<file path="config.mk">
export PLATFORM = sky130hd
export DESIGN_NAME = obstacle_spawn_timer
export DESIGN_NICKNAME = d
export VERILOG_FILES = /design/src/rtl/obstacle_spawn_timer.sv
export SDC_FILE = /design/constraint.sdc
export NUM_CORES = 1
export LEC_CHECK = 0
export BUFFER_PORTS_ARGS = -buffer_cell sky130_fd_sc_hd__buf_2
export CAP_MARGIN = 40
export CORE_UTILIZATION = 50
export CTS_CLUSTER_DIAMETER = 200
export DETAILED_ROUTE_END_ITERATION = 12
export MAX_ROUTING_LAYER = met4
export PLACE_DENSITY = 0.68
export SYNTH_ARGS = -nofsm -noshare
export SYNTH_HDL_FRONTEND = slang
export SYNTH_SLANG_ARGS = --single-unit
</file>
<file path="constraint.sdc">
create_clock -name clk_in -period 4 [get_ports clk_in]
set_clock_uncertainty 0.05 [all_clocks]
set_input_delay 0.4 -clock clk_in [delete_from_list [all_inputs] [get_ports clk_in]]
set_output_delay 0.4 -clock clk_in [all_outputs]
set_load 0.005 [all_outputs]
</file>
<file path="src/rtl/obstacle_spawn_timer.sv">
// Programmable wait timer feeding obstacle_generator. A start loads a wait of
// time_to_wait_in ticks, each tick being TICK_CYCLES clocks; expired_out pulses
// for one cycle when the wait completes. Supports pause and restart-on-start.
module obstacle_spawn_timer #(
    parameter int unsigned TICK_CYCLES = 16_250_000,
    parameter int unsigned PRE_W       = 24
) (
    input  logic       clk_in,
    input  logic       rst_in,
    input  logic       start_timer_in,
    input  logic [3:0] time_to_wait_in,
    input  logic       pause_in,
    output logic       expired_out,
    output logic       busy_out,
    output logic [3:0] remaining_out
);

    typedef enum logic [0:0] {StIdle, StCount} state_e;

    localparam logic [PRE_W-1:0] PreLast = PRE_W'(TICK_CYCLES - 1);
    localparam logic [PRE_W-1:0] PreOne  = PRE_W'(1);

    state_e           state_q, state_d;
    logic [PRE_W-1:0] prescaler_q, prescaler_d;
    logic [3:0]       remaining_q, remaining_d;
    logic             expired_q, expired_d;

    // Next-state: start beats pause, pause beats counting.
    always_comb begin
        state_d     = state_q;
        prescaler_d = prescaler_q;
        remaining_d = remaining_q;
        expired_d   = 1'b0;
        if (start_timer_in) begin
            if (time_to_wait_in != 4'd0) begin
                remaining_d = time_to_wait_in;
                prescaler_d = '0;
                state_d     = StCount;
            end else begin
                // Zero-length wait expires immediately.
                remaining_d = 4'd0;
                state_d     = StIdle;
                expired_d   = 1'b1;
            end
        end else if (state_q == StCount && !pause_in) begin
            if (prescaler_q != PreLast) begin
                prescaler_d = prescaler_q + PreOne;
            end else begin
                prescaler_d = '0;
                remaining_d = remaining_q - 4'd1;
                if (remaining_q == 4'd1) begin
                    state_d   = StIdle;
                    expired_d = 1'b1;
                end
            end
        end
    end

    // State and registered outputs; reset discards any in-flight wait.
    always_ff @(posedge clk_in or negedge rst_in) begin
        if (!rst_in) begin
            state_q     <= StIdle;
            prescaler_q <= '0;
            remaining_q <= 4'd0;
            expired_q   <= 1'b0;
        end else begin
            state_q     <= state_d;
            prescaler_q <= prescaler_d;
            remaining_q <= remaining_d;
            expired_q   <= expired_d;
        end
    end

    assign expired_out   = expired_q;
    assign busy_out      = (state_q == StCount);
    assign remaining_out = remaining_q;

endmodule

</file>
==> impl_metrics.py, run 1 <==
metrics = {
    "run_status": {
        "status": "finished, final reports clean",
    },
    "pwr": {
        "powerDensity_nw_per_um2": 297,
        "vdd_drop_max_mv": 0.178,
        "pwr-share-clk_pct": 33.4,
        "sequentialPowerShare_pct": 56.3,
        "p_leak_nw": 0.846,
        "comb_power_share_pct": 10.3,
        "switching_power_mw": 0.150,
        "switching_share_pct": 26.4,
        "p_int_mw": 0.417,
    },
    "die": {
        "die_w_microns": 61.4,
        "die_area_sq_um": 3770,
        "core_region_area_sq_um": 3360,
        "io_pins": 14,
        "initial_utilization_pct": 52.5,
        "dieHeight_microns": 61.4,
        "rows": 21,
    },
    "synthesis": {
        "synth-seq-area-share_pct": 42.5,
        "synth.cell_area_sq_um": 1770,
        "synth_top_cell_area_share_pct": 42.5,
        "synth_cells": 197,
        "ys.flop_type": "dfrtp_1",
        "yosysTopAreaCell": "dfrtp_1",
        "ys_types": 41,
        "synth_edf_count": 0,
        "synth_area_leaders": "dfrtp_1 (43%), nand3_1 (7.7%), o21ai_0 (4.3%)",
        "async_flop_share_pct": 100,
        "synth_nets": 208,
        "yosysWarnings": 0,
        "ys_ff_latch": 30,
        "avgSynthCellArea_sq_um": 8.96,
    },
    "route": {
        "detail-route-antenna-nets": 0,
        "drt_pass1_iterations": 4,
        "wl_per_cell_microns": 15.2,
        "drt_iter0_drc": 77,
        "vias": 1553,
        "drt-total-wl_microns": 3880,
        "drc_errors": 0,
        "vias_per_cell": 6.07,
    },
    "final_layout": {
        "fin_area_sq_um": 1910,
        "diodes": 0,
        "fillers": 328,
        "area_delta_synth_final_pct": 8.15,
        "layout_common_cells": "dfrtp_1 (30), nand3_1 (27), nand2_1 (18)",
        "drive_above_1_share_pct": 13.8,
        "layout.nets": 220,
        "stdcell_count": 256,
        "layout_commonest_cell": "dfrtp_1",
        "finalCoreUtilization_pct": 56.8,
    },
    "global_routing": {
        "track_usage_pct": 24.9,
        "antenna_found_initial": 0,
        "grt_pass1_vias": 1457,
        "grt_pass1_wl_microns": 6520,
        "overflow": 0,
        "grt_max_degree": 31,
    },
    "cts": {
        "clk_pin_slew_ns": 0.09,
        "clk_path_buf_depth": 2,
        "ctsHoldBuffers": 0,
        "clk_latency_ns": 0.33,
        "cts_tree": "yes",
        "cts_resized": 0,
        "htree_levels": 2,
        "cts.sinks": 30,
        "cts_root_buffer": "clkbuf_4",
        "cts_setup_buffers": 0,
        "numCtsBuffers": 5,
    },
    "worst_setup_path": {
        "endpoint_kind": "flop",
        "cp-start-kind": "flop",
        "crit_type": "flop to flop",
        "worstRegToRegCells": 7,
        "critPathMaxFanout": 8,
        "worstPathRequired_ns": 4.20,
        "arrival_ns": 2.56,
    },
    "placement": {
        "dp_cells": 248,
        "gp_congestion": 0.837,
        "portBuffers": 13,
        "dp_hpwl_microns": 2840,
        "placed_area_sq_um": 1850,
    },
    "flow_run": {
        "maxCapViolCount": 0,
    },
    "sta": {
        "slew_violations": 0,
        "tns_ns": 0,
        "finalHoldViolations": 0,
        "rsz0062_at_grt": "false",
        "max-slew-margin-rel_pct": 54.5,
        "tightest_slew_ns": 0.682,
        "setup_viol": 0,
        "period_share_pct": 58.8,
        "fmax_mhz": 425,
        "fin_crit_ns": 2.35,
    },
    "min_path": {
        "hold_path_class": "input port to async pin",
    },
}
## synth_stat cells (all sizes together), types with 6 or more instances
library cell / count
a21o: 6
a21oi: 13
and3: 9
dfrtp: 30
mux2i: 7
nand2: 18
nand3: 28
nand4: 7
nor2: 7
o21ai: 15
or3: 6
## per-stage QoR
step | total power [mW] | setup slack, ns | hold slack (ns)
4_1_cts | 0.573 | 1.62 | 0.0594
5_1_grt | 0.599 | 1.53 | 0.0848
2_1_floorplan | 0.360 | 1.99 | 0.0544
3_3_place_gp | 0.382 | 1.57 | 0.418
6_report | 0.567 | 1.65 | 0.0321
3_5_place_dp | 0.385 | 1.63 | 0.429
## power by group through the flow
stage / logic (mW) / clock network, mW / registers (mW)
global placement: 0.0576 / 0 / 0.325
CTS: 0.0596 / 0.194 / 0.320
finish: 0.0583 / 0.189 / 0.320
floorplan: 0.0351 / 0 / 0.325
detailed placement: 0.0594 / 0 / 0.326
global route: 0.0671 / 0.210 / 0.322
## metal layers
layer	track usage (%)	part of all wire [%]	vias up
li1	-	-	753
met4	9.52	2.0	0
met5	-	0	-
met2	40.7	49	47
met1	29.6	44	744
met3	6.51	5.2	9
## area by class of cell
class | instances | area, sq um | area share (%)
multi-input cells | 153 | 950 | 49.7
flip-flops and latches | 30 | 751 | 39.3
repair buffers | 14 | 72.6 | 3.80
well taps | 46 | 57.6 | 3.01
clock buffers | 7 | 55.1 | 2.88
inverters | 5 | 18.8 | 0.983
clock inverters | 1 | 5.00 | 0.262
## worst paths after layout
path,start,endpoint,slack [ns]
max in group asynchronous,rst_in,prescaler_q[1],3.44
min in group clk_in,time_to_wait_in[3],remaining_out[3],0.24
worst max register to register,prescaler_q[0],prescaler_q[23],1.65
worst min-delay path,rst_in,prescaler_q[14],0.03
worst min register to register,prescaler_q[18],prescaler_q[18],0.46
worst max-delay path,prescaler_q[0],prescaler_q[23],1.65
## critical path, stage by stage, from the launching register on
cell	delay, ns
dfrtp_1	0.43
ha_1	0.25
and3_1	0.22
and3_1	0.25
a21oi_1	0.55
buf_4	0.29
a21oi_1	0.08
o21ai_0	0.18
## cell families (layout without fill, tap and decap cells)
kind of cell,count (synthesis),after routing,synth area share (%)
adder cells (fa/ha/maj),3,3,2.13
XOR/XNOR,3,3,1.49
multiplexers,8,8,4.61
flip-flops,30,30,42.5
AO/OA/AOI/OAI,42,42,14.2
buffers and inverters,14,27,3.69
AND/OR/NAND/NOR,97,97,31.4
## flip-flops by register name, indices dropped and copies added (netlist names)
register	flops
prescaler_q	24
remaining_out	4
expired_out	1
busy_out	1
No activity file was read; power rests on OpenSTA's default activity.
==> run 2, diff against run 1 <==
--- a/config.mk
+++ b/config.mk
@@ -5,6 +5,7 @@
 export SDC_FILE = /design/constraint.sdc
 export NUM_CORES = 1
 export LEC_CHECK = 0
+export ABC_AREA = 1
 export BUFFER_PORTS_ARGS = -buffer_cell sky130_fd_sc_hd__buf_2
 export CAP_MARGIN = 40
 export CORE_UTILIZATION = 50
==> constraint.sdc (replaced) <==
create_clock -name clk_in -period 2.2 [get_ports clk_in]
set_clock_uncertainty 0.05 [all_clocks]
set_input_delay 0.22 -clock clk_in [delete_from_list [all_inputs] [get_ports clk_in]]
set_output_delay 0.22 -clock clk_in [all_outputs]
set_load 0.005 [all_outputs]
==> run 2 against run 1 <==
Compared with the run above: wire length is 18% higher; non-clock buffer count stayed put; final area is 16% higher; first-iteration DRC count is 73% higher; die area is 14% higher; maximum frequency is 31% higher; sequential cell count stayed put.
==> impl_metrics.py, run 2 <==
metrics = {
    "sta": {
        "max-slew-margin-rel_pct": 56.1,
        "fmax_mhz": 557,
        "setup_viol": 0,
        "fin_crit_ns": 1.80,
        "hold_slack_ns": 0.239,
        "finalHoldViolations": 0,
        "rsz0062_at_grt": "false",
        "period_share_pct": 81.6,
        "slew_violations": 0,
        "tns_ns": 0,
        "tightest_slew_ns": 0.658,
    },
    "cts": {
        "cts.sinks": 30,
        "cts_root_buffer": "clkbuf_8",
        "cts_tree": "yes",
        "clk_latency_ns": 0.28,
        "clk_pin_slew_ns": 0.07,
        "htree_levels": 2,
        "numCtsBuffers": 5,
        "clk_path_buf_depth": 2,
    },
    "synthesis": {
        "synth_edf_count": 0,
        "avgSynthCellArea_sq_um": 6.63,
        "yosysTopAreaCell": "dfrtp_1",
        "ys.flop_type": "dfrtp_1",
        "synth-seq-area-share_pct": 37.3,
        "async_flop_share_pct": 100,
        "yosys-top-cells-count": "nand2_1 (91), nor2_1 (52), inv_1 (40)",
        "synth.cell_area_sq_um": 2010,
        "yosysWarnings": 0,
        "ys_ff_latch": 30,
        "ys_types": 25,
        "synth_cells": 304,
        "synth_nets": 315,
        "yosysMostFrequentCell": "nand2_1",
        "synth_top_cell_area_share_pct": 37.3,
        "synth_area_leaders": "dfrtp_1 (37%), nand2_1 (17%), nor2_1 (9.7%)",
    },
    "global_routing": {
        "grt_pass1_wl_microns": 8050,
        "grt_max_degree": 31,
        "grt_pass1_vias": 1721,
        "overflow": 0,
        "antenna_found_initial": 0,
        "track_usage_pct": 25.5,
    },
    "pwr": {
        "switching_power_mw": 0.333,
        "switching_share_pct": 27.6,
        "sequentialPowerShare_pct": 49.3,
        "p_int_mw": 0.875,
        "vdd_drop_max_mv": 0.296,
        "pwr-share-clk_pct": 38.5,
        "p_leak_nw": 1.13,
        "powerDensity_nw_per_um2": 546,
        "comb_power_share_pct": 12.2,
    },
    "worst_setup_path": {
        "endpoint_kind": "flop",
        "cp-start-kind": "flop",
        "crit_type": "flop to flop",
        "worstPathRequired_ns": 2.32,
        "critPathMaxFanout": 11,
        "arrival_ns": 1.91,
    },
    "placement": {
        "gp_congestion": 0.863,
        "dp_hpwl_microns": 3430,
        "portBuffers": 13,
    },
    "die": {
        "die_area_sq_um": 4290,
        "die_w_microns": 65.5,
        "rows": 22,
        "dieHeight_microns": 65.5,
        "initial_utilization_pct": 53.4,
        "io_pins": 14,
        "core_region_area_sq_um": 3770,
    },
    "route": {
        "drt_pass1_iterations": 5,
        "vias": 1905,
        "vias_per_cell": 5.15,
        "detail-route-antenna-nets": 0,
        "drt-total-wl_microns": 4590,
        "drc_errors": 0,
        "wl_per_cell_microns": 12.4,
        "drt_iter0_drc": 133,
    },
    "final_layout": {
        "diodes": 0,
        "largest_reg_flops": 24,
        "area_delta_synth_final_pct": 9.81,
        "max_flop_register": "prescaler_q",
        "drive_above_1_share_pct": 12.4,
        "layout_common_cells": "nand2_1 (91), nor2_1 (52), inv_1 (40)",
        "layout_commonest_cell": "nand2_1",
        "layout.nets": 332,
    },
    "flow_run": {
        "maxCapViolCount": 0,
    },
    "min_path": {
        "hold_path_class": "input port to flop",
    },
    "run_status": {
        "status": "finished, final reports clean",
    },
}
-- run 2: cell count changes in the layout (fill, tap and decap cells not counted), sizes merged, moves of 9 or more --
cell,change
a21oi,-9
and3,-9
nor2,+52
inv,+38
nand2,+81
-- run 2: worst max-delay path, stage by stage (launching register included) --
cell and delay [ns]:
dfrtp_1 0.43, ha_1 0.22, nand3_1 0.15, nor2_1 0.23
nand3_4 0.13, nand2_4 0.11, nand2_4 0.11, inv_1 0.17
nor2_1 0.07
-- run 2: per-layer routing --
metal,GRT usage [%],wire length (microns)
met5,-,0
met4,8.70,53
met1,34.7,2280
met2,38.7,2040
met3,4.17,219
-- run 2: timing repair --
item,4_1_cts,5_1_grt
hold buffers,1,0
setup endpoints to repair,0,0
hold endpoints to repair,30,0
resized for setup,0,0
setup buffers,0,0
-- run 2: cell families (layout without fill, tap and decap cells) --
family	Yosys count	count (layout)	share of synthesized area [%]
and+or+nand+nor	205	205	46.0
buffers and inverters	47	65	9.44
DFF	30	30	37.3
AOI/OAI and AO/OA	17	17	4.60
adders and majority gates	3	3	1.86
xor gates and xnor gates	2	2	0.870
-- run 2: area by class of cell --
class | instances | area (sq um)
clock buffers | 7 | 86.3
clock inverters | 1 | 5.00
fillers | 374 | 1560
inverters | 43 | 161
multi-input cells | 227 | 1070
flip-flops and latches | 30 | 751
well taps | 48 | 60.1
repair buffers | 14 | 75.1
-- run 2: worst paths after layout --
| check | from | endpoint | slack, ns | cells past startpoint |
|---|---|---|---|---|
| worst max-delay path | prescaler_q[0] | prescaler_q[13] | 0.40 | 8 |
| worst min register to register | remaining_out[1] | remaining_out[1] | 0.46 | 2 |
| min in group asynchronous | rst_in | prescaler_q[6] | 0.45 | 2 |
| worst min-delay path | time_to_wait_in[3] | remaining_out[3] | 0.24 | 5 |
| worst max register to register | prescaler_q[0] | prescaler_q[13] | 0.40 | 8 |
| max in group asynchronous | rst_in | prescaler_q[14] | 1.22 | 2 |
-- run 2: power groups by stage --
stage	clock (mW)	combinational (mW)	sequential, mW
6_report	0.465	0.148	0.596
5_1_grt	0.508	0.175	0.599
4_1_cts	0.479	0.150	0.595
3_5_place_dp	0	0.149	0.605
3_3_place_gp	0	0.148	0.605
2_1_floorplan	0	0.0948	0.602
-- run 2: per-stage QoR --
stage / cells / utilization [%] / setup slack (ns) / cell area, sq um / total power [mW]
after global placement: 361 / 56.0 / 0.459 / 2110 / 0.753
after floorplan: 304 / - / 0.694 / 2010 / 0.697
final: 370 / 58.7 / 0.404 / 2210 / 1.21
after detailed placement: 361 / 56.0 / 0.415 / 2110 / 0.754
after CTS: 370 / 58.7 / 0.389 / 2210 / 1.22
after global routing: 370 / 58.7 / 0.226 / 2210 / 1.28
==> run 3, diff against run 2 <==
--- a/config.mk
+++ b/config.mk
@@ -12,7 +12,7 @@
 export CTS_CLUSTER_DIAMETER = 200
 export DETAILED_ROUTE_END_ITERATION = 12
 export MAX_ROUTING_LAYER = met4
-export PLACE_DENSITY = 0.68
+export PLACE_DENSITY = 0.71
 export SYNTH_ARGS = -nofsm -noshare
 export SYNTH_HDL_FRONTEND = slang
 export SYNTH_SLANG_ARGS = --single-unit
==> constraint.sdc (replaced) <==
create_clock -name clk_in -period 1.53 [get_ports clk_in]
set_clock_uncertainty 0.05 [all_clocks]
set_input_delay 0.153 -clock clk_in [delete_from_list [all_inputs] [get_ports clk_in]]
set_output_delay 0.153 -clock clk_in [all_outputs]
set_load 0.005 [all_outputs]
==> run 3 against run 2 <==
Compared with the run above: utilization up 8.0 points; clock-buffer cell count unchanged; first-iteration DRC count is 2.3% higher; critical path depth stayed put; critical endpoint is now prescaler_q[11]; highest routed layer unchanged.
==> impl_metrics.py, run 3 (synthesis results as in run 2) <==
metrics = {
    "sta": {
        "setup_viol": 0,
        "period_share_pct": 95.5,
        "finalHoldViolations": 0,
        "slew_violations": 0,
        "max-slew-margin-rel_pct": 55.5,
        "rsz0062_at_grt": "true",
        "hold_slack_ns": 0.176,
        "fmax_mhz": 684,
        "tightest_slew_ns": 0.667,
        "fin_crit_ns": 1.46,
    },
    "pwr": {
        "power_mw": 1.77,
        "vdd_drop_max_mv": 0.484,
        "powerDensity_nw_per_um2": 704,
        "p_leak_nw": 1.27,
    },
    "cts": {
        "cts.sinks": 30,
        "clk_pin_slew_ns": 0.06,
        "cts_tree": "yes",
        "clk_latency_ns": 0.29,
        "numCtsBuffers": 5,
        "cts_root_buffer": "clkbuf_8",
        "clk_path_buf_depth": 2,
        "htree_levels": 2,
    },
    "final_layout": {
        "largest_reg_flops": 24,
        "fin_area_sq_um": 2510,
        "area_delta_synth_final_pct": 24.8,
        "diodes": 0,
        "layout_commonest_cell": "nand2_1",
        "fillers": 334,
        "drive_above_1_share_pct": 25.1,
        "max_flop_register": "prescaler_q",
        "layout_common_cells": "nand2_1 (89), nor2_1 (45), inv_1 (38)",
        "layout.nets": 361,
    },
    "die": {
        "die_area_sq_um": 4290,
        "dieHeight_microns": 65.5,
        "io_pins": 14,
        "core_region_area_sq_um": 3770,
        "rows": 22,
        "initial_utilization_pct": 53.4,
        "die_w_microns": 65.5,
    },
    "worst_setup_path": {
        "crit_type": "flop to flop",
        "arrival_ns": 1.59,
        "endpoint_kind": "flop",
        "critPathMaxFanout": 11,
        "cp-start-kind": "flop",
        "r2r_slack_ns": 0.07,
        "cp_cell_sequence": "ha_4 > nand3_1 > nor2_2 > nand3_4 > nand2_4 > nand2_8 > inv_4 > nor2_1",
        "worstPathRequired_ns": 1.66,
        "max_stage_delay_ns": 0.40,
        "critPathSlowestCell": "dfrtp_1",
    },
    "run_status": {
        "status": "finished, final reports clean",
    },
    "route": {
        "drt_pass1_iterations": 5,
        "drt-total-wl_microns": 4980,
        "wl_per_cell_microns": 12.5,
        "detail-route-antenna-nets": 0,
        "drt_iter0_drc": 136,
        "drc_errors": 0,
        "vias": 2041,
        "vias_per_cell": 5.12,
    },
    "global_routing": {
        "antenna_found_initial": 0,
        "grt_max_degree": 31,
        "grt_pass1_wl_microns": 8680,
        "overflow": 0,
        "grt_pass1_vias": 1917,
        "track_usage_pct": 28.0,
    },
    "placement": {
        "gp_congestion": 0.925,
        "dp_hpwl_microns": 3630,
        "portBuffers": 13,
        "placed_area_sq_um": 2270,
    },
    "flow_run": {
        "maxCapViolCount": 0,
    },
    "min_path": {
        "hold_path_class": "input port to flop",
    },
}
## run 3: changes by cell type in the layout (fill, tap and decap cells not counted), moves of 2 or more
| cell | before | now |
|---|---|---|
| buf_4 | 0 | 28 |
| dfrtp_1 | 30 | 26 |
| dfrtp_2 | 0 | 4 |
| inv_1 | 40 | 38 |
| nand2_1 | 91 | 89 |
| nand2_2 | 5 | 7 |
| nand3_1 | 28 | 25 |
| nand3_2 | 1 | 4 |
| nor2_1 | 52 | 45 |
| nor2_2 | 5 | 9 |
| nor2_4 | 2 | 5 |
## run 3: worst max-delay path, delay by kind of cell (launching register included)
kind / cells / cell delay, ns
and+or+nand+nor: 6 / 0.64
DFF: 1 / 0.40
adders and majority gates: 1 / 0.17
buffers and inverters: 1 / 0.10
## run 3: stage by stage
stage               setup slack [ns]  TNS [ns]  util (%)  cells
floorplan                     0.0240         0         -    304
global placement            -0.00304  -0.00402      60.2    382
detailed placement           -0.0457    -0.180      60.2    382
CTS                           0.0137         0      62.9    391
global route                 -0.0430    -0.349      66.7    399
finish                        0.0686         0      66.7    399
## run 3: area by class of cell
cell class	count	area (sq um)	share of cell area [%]
Tap cell	48	60.1	2.39
Timing Repair Buffer	43	297	11.8
Clock buffer	7	86.3	3.43
Clock inverter	1	5.00	0.199
Inverter	43	164	6.52
Multi-Input combinational cell	227	1150	45.6
Sequential cell	30	756	30.0
## run 3: worst paths after layout
path	from	end	depth (start not counted)
max in group asynchronous	rst_in	prescaler_q[11]	2
min	time_to_wait_in[3]	remaining_out[3]	5
min reg2reg	remaining_out[1]	remaining_out[1]	2
max reg2reg	prescaler_q[1]	prescaler_q[11]	8
min in group asynchronous	rst_in	remaining_out[1]	2
max	prescaler_q[1]	prescaler_q[11]	8
## run 3: layer usage
metal	track usage [%]	vias up	share of wire [%]
li1	-	1048	-
met1	36.7	933	48
met2	42.4	51	46
met3	5.21	9	4.3
met4	11.4	0	1.9
met5	-	-	0
## run 3: report_power, final
part	internal (mW)	switching, mW
Sequential	0.822	0.0314
Clock	0.362	0.306
Combinational	0.0931	0.154
Total	1.28	0.492
## run 3: what timing repair did
item / 4_1_cts / 5_1_grt
setup buffers: 0 / 8
hold buffers: 1 / 0
pin swaps: 0 / 9
gates resized for setup: 2 / 25
gates cloned: 0 / 0
endpoints found under the hold margin: 30 / 0
setup endpoints to repair: 6 / 26
